`config.mk`:
```
export PLATFORM = sky130hd
export DESIGN_NAME = fp_round_arbiter
export DESIGN_NICKNAME = d
export VERILOG_FILES = /design/src/rtl/fp_round_arbiter_pkg.sv /design/src/rtl/fp_round_arbiter_round.sv /design/src/rtl/fp_round_arbiter.sv
export SDC_FILE = /design/constraint.sdc
export NUM_CORES = 1
export LEC_CHECK = 0
export ABC_AREA = 0
export BUFFER_PORTS_ARGS = -buffer_cell sky130_fd_sc_hd__buf_2
export CAP_MARGIN = 20
export CORE_MARGIN = 10
export CORE_UTILIZATION = 40
export CTS_BUF_LIST = sky130_fd_sc_hd__clkbuf_8
export CTS_CLUSTER_DIAMETER = 30
export DETAILED_ROUTE_END_ITERATION = 7
export GPL_TIMING_DRIVEN = 0
export PLACE_DENSITY = 0.72
export SETUP_SLACK_MARGIN = 0.02
export SYNTH_ARGS = -nofsm -noshare
export SYNTH_HDL_FRONTEND = slang
export SYNTH_SLANG_ARGS = --single-unit
```
`constraint.sdc`:
```
create_clock -name clk -period 5.28 [get_ports clk]
set_input_delay 0.528 -clock clk [delete_from_list [all_inputs] [get_ports clk]]
set_output_delay 0.528 -clock clk [all_outputs]
set_load 0.02 [all_outputs]
```
`src/rtl/fp_round_arbiter_pkg.sv`:
```
`default_nettype none
// ============================================================================
// Module : fp_round_arbiter_pkg
// Brief  : Rounding-mode encodings (FloatingPointConsts) and rounding helpers.
// Rev    : 1.0  initial release
// ============================================================================
package fp_round_arbiter_pkg;

  // Shared FloatingPointConsts rounding-mode encodings.
  typedef enum logic [1:0] {
    RM_TONEAREST  = 2'd0,
    RM_TOWARDZERO = 2'd1,
    RM_DOWNWARD   = 2'd2,
    RM_UPWARD     = 2'd3
  } round_mode_t;

  function automatic logic round_up_bit(input round_mode_t mode, input logic sign,
                                        input logic lsb, input logic g,
                                        input logic r, input logic s);
    logic inexact;
    inexact = g | r | s;
    case (mode)
      RM_TONEAREST:  round_up_bit = g & (r | s | lsb);
      RM_TOWARDZERO: round_up_bit = 1'b0;
      RM_DOWNWARD:   round_up_bit = sign & inexact;
      RM_UPWARD:     round_up_bit = ~sign & inexact;
      default:       round_up_bit = 1'b0;
    endcase
  endfunction

  // Modes whose overflow saturates to infinity rather than max finite.
  function automatic logic overflow_to_inf(input round_mode_t mode, input logic sign);
    overflow_to_inf = (mode == RM_TONEAREST) ||
                      (mode == RM_DOWNWARD && sign) ||
                      (mode == RM_UPWARD && !sign);
  endfunction

endpackage
`default_nettype wire

```
`src/rtl/fp_round_arbiter_round.sv`:
```
`default_nettype none
// ============================================================================
// Module : fp_round_arbiter_round
// Brief  : Combinational FloatingPointRound datapath with exception flags.
// Rev    : 1.0  initial release
// ============================================================================
module fp_round_arbiter_round
  import fp_round_arbiter_pkg::*;
#(
  parameter int EXP_WIDTH  = 8,
  parameter int FRAC_WIDTH = 23
) (
  input  logic                  i_sign,
  input  logic [EXP_WIDTH-1:0]  i_exp,
  input  logic [FRAC_WIDTH+2:0] i_frac,
  input  round_mode_t           i_mode,
  output logic                  o_sign,
  output logic [EXP_WIDTH-1:0]  o_exp,
  output logic [FRAC_WIDTH-1:0] o_frac,
  output logic                  o_inexact,
  output logic                  o_overflow
);

  localparam logic [EXP_WIDTH-1:0] c_exp_ones       = '1;
  localparam logic [EXP_WIDTH-1:0] c_exp_max_finite = {{(EXP_WIDTH-1){1'b1}}, 1'b0};

  logic                 w_up;
  logic [FRAC_WIDTH:0]  w_sum;
  logic                 w_carry;
  logic [EXP_WIDTH-1:0] w_exp_post;

  always_comb begin
    w_up       = round_up_bit(i_mode, i_sign, i_frac[3], i_frac[2], i_frac[1], i_frac[0]);
    w_sum      = {1'b0, i_frac[FRAC_WIDTH+2:3]} + {{FRAC_WIDTH{1'b0}}, w_up};
    w_carry    = w_sum[FRAC_WIDTH];
    w_exp_post = i_exp + {{(EXP_WIDTH-1){1'b0}}, w_carry};

    o_sign     = i_sign;
    o_exp      = w_exp_post;
    o_frac     = w_sum[FRAC_WIDTH-1:0];
    o_inexact  = |i_frac[2:0];
    o_overflow = 1'b0;

    // Inf/NaN inputs bypass rounding entirely.
    if (i_exp == c_exp_ones) begin
      o_exp     = i_exp;
      o_frac    = i_frac[FRAC_WIDTH+2:3];
      o_inexact = 1'b0;
    end else if (w_exp_post == c_exp_ones) begin
      o_overflow = 1'b1;
      if (overflow_to_inf(i_mode, i_sign)) begin
        o_frac = '0;
      end else begin
        o_exp  = c_exp_max_finite;
        o_frac = '1;
      end
    end
  end

endmodule
`default_nettype wire

```
`src/rtl/fp_round_arbiter.sv`:
```
`default_nettype none
// ============================================================================
// Module : fp_round_arbiter
// Brief  : Round-robin arbiter sharing one two-stage FP rounding pipeline.
// Rev    : 1.0  initial release
// ============================================================================
module fp_round_arbiter
  import fp_round_arbiter_pkg::*;
#(
  parameter int N_REQ      = 4,
  parameter int EXP_WIDTH  = 8,
  parameter int FRAC_WIDTH = 23,
  localparam int ID_WIDTH  = (N_REQ > 1) ? $clog2(N_REQ) : 1
) (
  input  logic                                clk,
  input  logic                                reset,
  input  logic [N_REQ-1:0]                    req_valid,
  output logic [N_REQ-1:0]                    req_ready,
  input  logic [N_REQ-1:0]                    req_sign,
  input  logic [N_REQ-1:0][EXP_WIDTH-1:0]     req_exp,
  input  logic [N_REQ-1:0][FRAC_WIDTH+2:0]    req_frac,
  input  logic [N_REQ-1:0][1:0]               req_mode,
  output logic                                out_valid,
  input  logic                                out_ready,
  output logic                                out_sign,
  output logic [EXP_WIDTH-1:0]                out_exp,
  output logic [FRAC_WIDTH-1:0]               out_frac,
  output logic [ID_WIDTH-1:0]                 out_id,
  output logic                                out_inexact,
  output logic                                out_overflow
);

  logic [ID_WIDTH-1:0]   r_ptr;
  logic                  r_s1_valid;
  logic                  r_s1_sign;
  logic [EXP_WIDTH-1:0]  r_s1_exp;
  logic [FRAC_WIDTH+2:0] r_s1_frac;
  round_mode_t           r_s1_mode;
  logic [ID_WIDTH-1:0]   r_s1_id;

  logic                  r_s2_valid;
  logic                  r_out_sign;
  logic [EXP_WIDTH-1:0]  r_out_exp;
  logic [FRAC_WIDTH-1:0] r_out_frac;
  logic [ID_WIDTH-1:0]   r_out_id;
  logic                  r_out_inexact;
  logic                  r_out_overflow;

  logic [ID_WIDTH-1:0]   w_cand [N_REQ];
  logic                  w_gnt_any;
  logic [ID_WIDTH-1:0]   w_gnt_idx;
  logic [ID_WIDTH-1:0]   w_ptr_next;
  logic                  w_s2_adv;
  logic                  w_s1_adv;
  logic                  w_hs;

  logic                  w_rnd_sign;
  logic [EXP_WIDTH-1:0]  w_rnd_exp;
  logic [FRAC_WIDTH-1:0] w_rnd_frac;
  logic                  w_rnd_inexact;
  logic                  w_rnd_overflow;

  // Candidate order starting at the pointer; grant never looks at req_ready.
  always_comb begin
    for (int k = 0; k < N_REQ; k++) begin
      w_cand[k] = ID_WIDTH'((int'(r_ptr) + k) % N_REQ);
    end
  end

  always_comb begin
    w_gnt_any = 1'b0;
    w_gnt_idx = '0;
    for (int k = N_REQ - 1; k >= 0; k--) begin
      if (req_valid[w_cand[k]]) begin
        w_gnt_any = 1'b1;
        w_gnt_idx = w_cand[k];
      end
    end
  end

  assign w_ptr_next = (w_gnt_idx == ID_WIDTH'(N_REQ - 1)) ? '0 : w_gnt_idx + ID_WIDTH'(1);
  assign w_s2_adv   = !r_s2_valid || out_ready;
  assign w_s1_adv   = w_s2_adv || !r_s1_valid;
  assign w_hs       = w_gnt_any && w_s1_adv;
  assign req_ready  = (w_hs && !reset) ? (N_REQ'(1) << w_gnt_idx) : '0;

  fp_round_arbiter_round #(
    .EXP_WIDTH  (EXP_WIDTH),
    .FRAC_WIDTH (FRAC_WIDTH)
  ) u_round (
    .i_sign     (r_s1_sign),
    .i_exp      (r_s1_exp),
    .i_frac     (r_s1_frac),
    .i_mode     (r_s1_mode),
    .o_sign     (w_rnd_sign),
    .o_exp      (w_rnd_exp),
    .o_frac     (w_rnd_frac),
    .o_inexact  (w_rnd_inexact),
    .o_overflow (w_rnd_overflow)
  );

  always_ff @(posedge clk or posedge reset) begin
    if (reset) begin
      r_ptr          <= '0;
      r_s1_valid     <= 1'b0;
      r_s1_sign      <= 1'b0;
      r_s1_exp       <= '0;
      r_s1_frac      <= '0;
      r_s1_mode      <= RM_TONEAREST;
      r_s1_id        <= '0;
      r_s2_valid     <= 1'b0;
      r_out_sign     <= 1'b0;
      r_out_exp      <= '0;
      r_out_frac     <= '0;
      r_out_id       <= '0;
      r_out_inexact  <= 1'b0;
      r_out_overflow <= 1'b0;
    end else begin
      if (w_s1_adv) begin
        r_s1_valid <= w_hs;
        if (w_hs) begin
          r_s1_sign <= req_sign[w_gnt_idx];
          r_s1_exp  <= req_exp[w_gnt_idx];
          r_s1_frac <= req_frac[w_gnt_idx];
          r_s1_mode <= round_mode_t'(req_mode[w_gnt_idx]);
          r_s1_id   <= w_gnt_idx;
        end
      end
      // Result registers only change on advance, so a stalled result is held.
      if (w_s2_adv) begin
        r_s2_valid <= r_s1_valid;
        if (r_s1_valid) begin
          r_out_sign     <= w_rnd_sign;
          r_out_exp      <= w_rnd_exp;
          r_out_frac     <= w_rnd_frac;
          r_out_id       <= r_s1_id;
          r_out_inexact  <= w_rnd_inexact;
          r_out_overflow <= w_rnd_overflow;
        end
      end
      if (w_hs) begin
        r_ptr <= w_ptr_next;
      end
    end
  end

  assign out_valid    = r_s2_valid;
  assign out_sign     = r_out_sign;
  assign out_exp      = r_out_exp;
  assign out_frac     = r_out_frac;
  assign out_id       = r_out_id;
  assign out_inexact  = r_out_inexact;
  assign out_overflow = r_out_overflow;

endmodule
`default_nettype wire

```
==> flow_summary_export.csv <==
group,metric,value,unit
routing,num_vias,4940,
timing,unrepaired_setup_endpoints_after_global_routing,"false",
floorplanning,die_width,130,microns
floorplanning,dieArea,0.0170,sq mm
clock_network,holdBufCountCts,0,
clock_network,ctsLongestPathBuffers,2,
floorplanning,chipHeight,130,microns
cells_and_area,utilization,52.1,%
synthesis,syn_nets,671,
power,cellPowerDensity,443,mW/mm^2
power,vdd.ir_drop.worst,167,uV
hold_path,hold_path.class,"in -> async",
synthesis,syn-instance-count,506,
global_routing,grt_pass1_vias,5323,
outcome,run_status,"completed",
routing,detail_route.vias_per_cell,5.70,
critical_path,arrival,5.11,ns
cells_and_area,drive_gt1_share,31.9,%
timing,setup_violations,0,
clock_network,post-cts-setup-buffers,0,
timing,slew_headroom,32.0,%
floorplanning,std_cell_rows,40,
clock_network,cts_resized,0,
placed_design,numPortBuffers,195,
synthesis,synth_enable_flop_cells,0,
timing,layout_setup_ws,0.388,ns
routing,wire_length_reported_by_the_detailed_router,17700,microns
timing,achievable-frequency,0.204,GHz
routing,drc,0,
cells_and_area,mostFrequentLayoutCells,"sky130_fd_sc_hd__buf_2 (202), sky130_fd_sc_hd__mux2i_1 (80), sky130_fd_sc_hd__dfrtp_1 (79)",
synthesis,seq_area_frac_synth,40.7,%
critical_path,rr_worst_depth,20,
power,p_total,0.00276,W
cells_and_area,post_layout_nets,878,
floorplanning,fp.coreArea,0.0120,sq mm
routing,detailed_routing_iterations_pass_1,7,
synthesis,postSynthAreaPerCell,9.60,sq um
clock_network,root_buffer_cell,"sky130_fd_sc_hd__clkbuf_8",
routing,postRouteAntennaNets,0,
clock_network,tritoncts_clock_tree,"yes",
clock_network,htree_num_levels,3,
critical_path,worstReg2RegStart,"r_s1_mode[1]",
synthesis,synth_xor_xnor_area_share,2.89,%
clock_network,worst_setup_hold_path_clk_slew,0.09,ns
timing,final.setup_skew,0.0113,ns
placed_design,pre_cts_slack,0.537,ns
placed_design,gp_congestion,0.914,
synthesis,async_reset_ff_share,100,%
synthesis,share_of_synthesized_cell_area_in_and_or_nand_and_nor_gates,15.6,%
cells_and_area,area_growth,28.2,%
timing,timing.final.crit_share,92.7,%
clock_network,numCtsBuffers,9,
global_routing,global_route.overflow_total,0,
synthesis,synth_compound_area_share,18.0,%
synthesis,synth_fa_ha_area_share,2.58,%
timing,hold_slack,0.133,ns
synthesis,postSynth.topFlopCell,"sky130_fd_sc_hd__dfrtp_1",
floorplanning,initial_standard_cell_utilization_of_the_core,40.6,%
floorplanning,boundaryPins,196,
synthesis,ys_warn_count,0,
critical_path,crit_required,5.50,ns
clock_network,clkSinkCount,79,
clock_network,worst_skew_pair.late_latency,0.35,ns
timing,tns,0,ns
routing,drt_iter0_drc,366,
critical_path,critPathCaptureType,"flip-flop",
timing,report.final.hold_viol_count,0,
routing,routed_wire_length_per_instance,20.5,microns
cells_and_area,final_common_cell,"sky130_fd_sc_hd__buf_2",
global_routing,first_pass_grt_wire_length,27600,microns
timing,worstMarginPinSlew,1.01,ns
flow_run,drv_cap,0,
critical_path,timing.critical_path.from_type,"flip-flop",
placed_design,dpl.hpwl,14300,microns
critical_path,critical_path_class,"reg -> reg",
critical_path,timing.critical_path.fanout_max,10,
synthesis,multiplexer_share_of_the_synthesized_area,16.5,%
synthesis,syn_area,0.00486,sq mm
synthesis,synth_top_family_by_area,"compound AO/OA/AOI/OAI gates",
timing,post-route-min-period,4.89,ns
critical_path,regToRegSetupSlack,0.39,ns
global_routing,antenna_violations_before_repair,2,
global_routing,grt_max_degree,65,
timing,maxSlewViolCount,0,
synthesis,postSynthRegisterBits,79,
power,p_leak,2.97,nW
synthesis,synth_cell_types,46,
critical_path,r2r_end,"out_exp[0]",
global_routing,globalRouteTotalUtil,20.6,%
==> worst max-delay path by stage <==
| stage | slack (ns) | cells past startpoint | end | start |
|---|---|---|---|---|
| finish | 0.39 | 20 | out_exp[0] | r_s1_mode[1] |
| global route | 0.1 | 20 | out_exp[0] | r_s1_mode[1] |
| CTS | 0.53 | 20 | out_exp[0] | r_s1_mode[1] |
| detailed placement | 0.54 | 20 | out_exp[0] | r_s1_mode[1] |
| global placement | 0.53 | 20 | out_exp[0] | r_s1_mode[1] |
| floorplan | 1.33 | 19 | out_frac[7] | r_s1_mode[0] |
==> area by class of cell <==
class                      count  area [sq um]
sequential                    79          1980
tap                          147           184
clock buffer                  10           138
multi-input combinational    385          2700
antenna                        2          5.00
inverter                      10          40.0
fill                        1130          5730
clock inverter                 6          38.8
buffer                        32           148
timing repair buffer         196          1000
==> report_power, final <==
part	switching, W	internal (W)
logic	0.000713	0.000525
registers	0.000273	0.000833
clock network	0.000231	0.000181
total	0.00122	0.00154
==> critical path, cell delays in order (launching register included) <==
cell                      delay, ns
sky130_fd_sc_hd__dfrtp_1       0.43
sky130_fd_sc_hd__and2_1        0.16
sky130_fd_sc_hd__ha_1          0.28
sky130_fd_sc_hd__nor2_1        0.10
sky130_fd_sc_hd__nand2_1       0.07
sky130_fd_sc_hd__nand2_1       0.10
sky130_fd_sc_hd__ha_1          0.17
sky130_fd_sc_hd__nand3_1       0.17
sky130_fd_sc_hd__nor3_1        0.82
sky130_fd_sc_hd__nand2_1       0.14
sky130_fd_sc_hd__nor2_1        0.21
sky130_fd_sc_hd__ha_1          0.19
sky130_fd_sc_hd__ha_1          0.14
sky130_fd_sc_hd__nand4_1       0.12
sky130_fd_sc_hd__or4_1         0.49
sky130_fd_sc_hd__o31a_2        0.17
sky130_fd_sc_hd__or2_1         0.23
sky130_fd_sc_hd__buf_2         0.16
sky130_fd_sc_hd__buf_6         0.16
sky130_fd_sc_hd__o31ai_1       0.33
sky130_fd_sc_hd__a31oi_1       0.13
==> sequential cells by signal, summed over array words and instances (netlist names), 2 cells and up <==
| signal | count |
|---|---|
| out_exp | 8 |
| out_frac | 23 |
| out_id | 2 |
| r_ptr | 2 |
| r_s1_exp | 8 |
| r_s1_frac | 26 |
| r_s1_id | 2 |
| r_s1_mode | 2 |
==> cell families (layout without fill, tap and decap cells) <==
| group | count (synthesis) | in the layout |
|---|---|---|
| mux | 80 | 80 |
| fa+ha+maj | 10 | 10 |
| simple gates | 162 | 162 |
| compound gates | 117 | 117 |
| flops | 79 | 79 |
| other cells | 0 | 2 |
| xor+xnor | 16 | 16 |
| buf+inv | 42 | 254 |
==> Yosys cell counts, types with 9 or more instances <==
cell type | instances | area share, %
sky130_fd_sc_hd__ha_1 | 10 | 2.6
sky130_fd_sc_hd__nand2_1 | 73 | 5.6
sky130_fd_sc_hd__a221o_1 | 13 | 2.7
sky130_fd_sc_hd__clkbuf_1 | 18 | 1.4
sky130_fd_sc_hd__mux2i_1 | 80 | 16
sky130_fd_sc_hd__nand4_1 | 12 | 1.5
sky130_fd_sc_hd__nand3_1 | 12 | 1.2
sky130_fd_sc_hd__xnor2_1 | 10 | 1.8
sky130_fd_sc_hd__dfrtp_1 | 79 | 41
sky130_fd_sc_hd__o21ai_0 | 12 | 1.2
sky130_fd_sc_hd__o221ai_1 | 38 | 6.9
sky130_fd_sc_hd__o22ai_1 | 9 | 1.2
sky130_fd_sc_hd__nor2_1 | 24 | 1.9
sky130_fd_sc_hd__a21oi_1 | 26 | 2.7
sky130_fd_sc_hd__inv_1 | 10 | 0.77
sky130_fd_sc_hd__nor3_1 | 10 | 1.0
==> stage by stage <==
stage / area, sq um / std cells
2_1_floorplan: 4860 / 506
3_3_place_gp: 6020 / 848
3_5_place_dp: 6050 / 849
4_1_cts: 6220 / 865
5_1_grt: 6230 / 866
6_report: 6230 / 867
==> metal layers <==
layer,wire length (microns),vias to the layer above,global-route usage (%)
met5,0,-,0
li1,-,2320,-
met4,319,0,6.15
met3,1300,24,4.67
met2,8830,215,35.5
met1,7270,2381,25.1
Power figures use the tool's default switching activity.
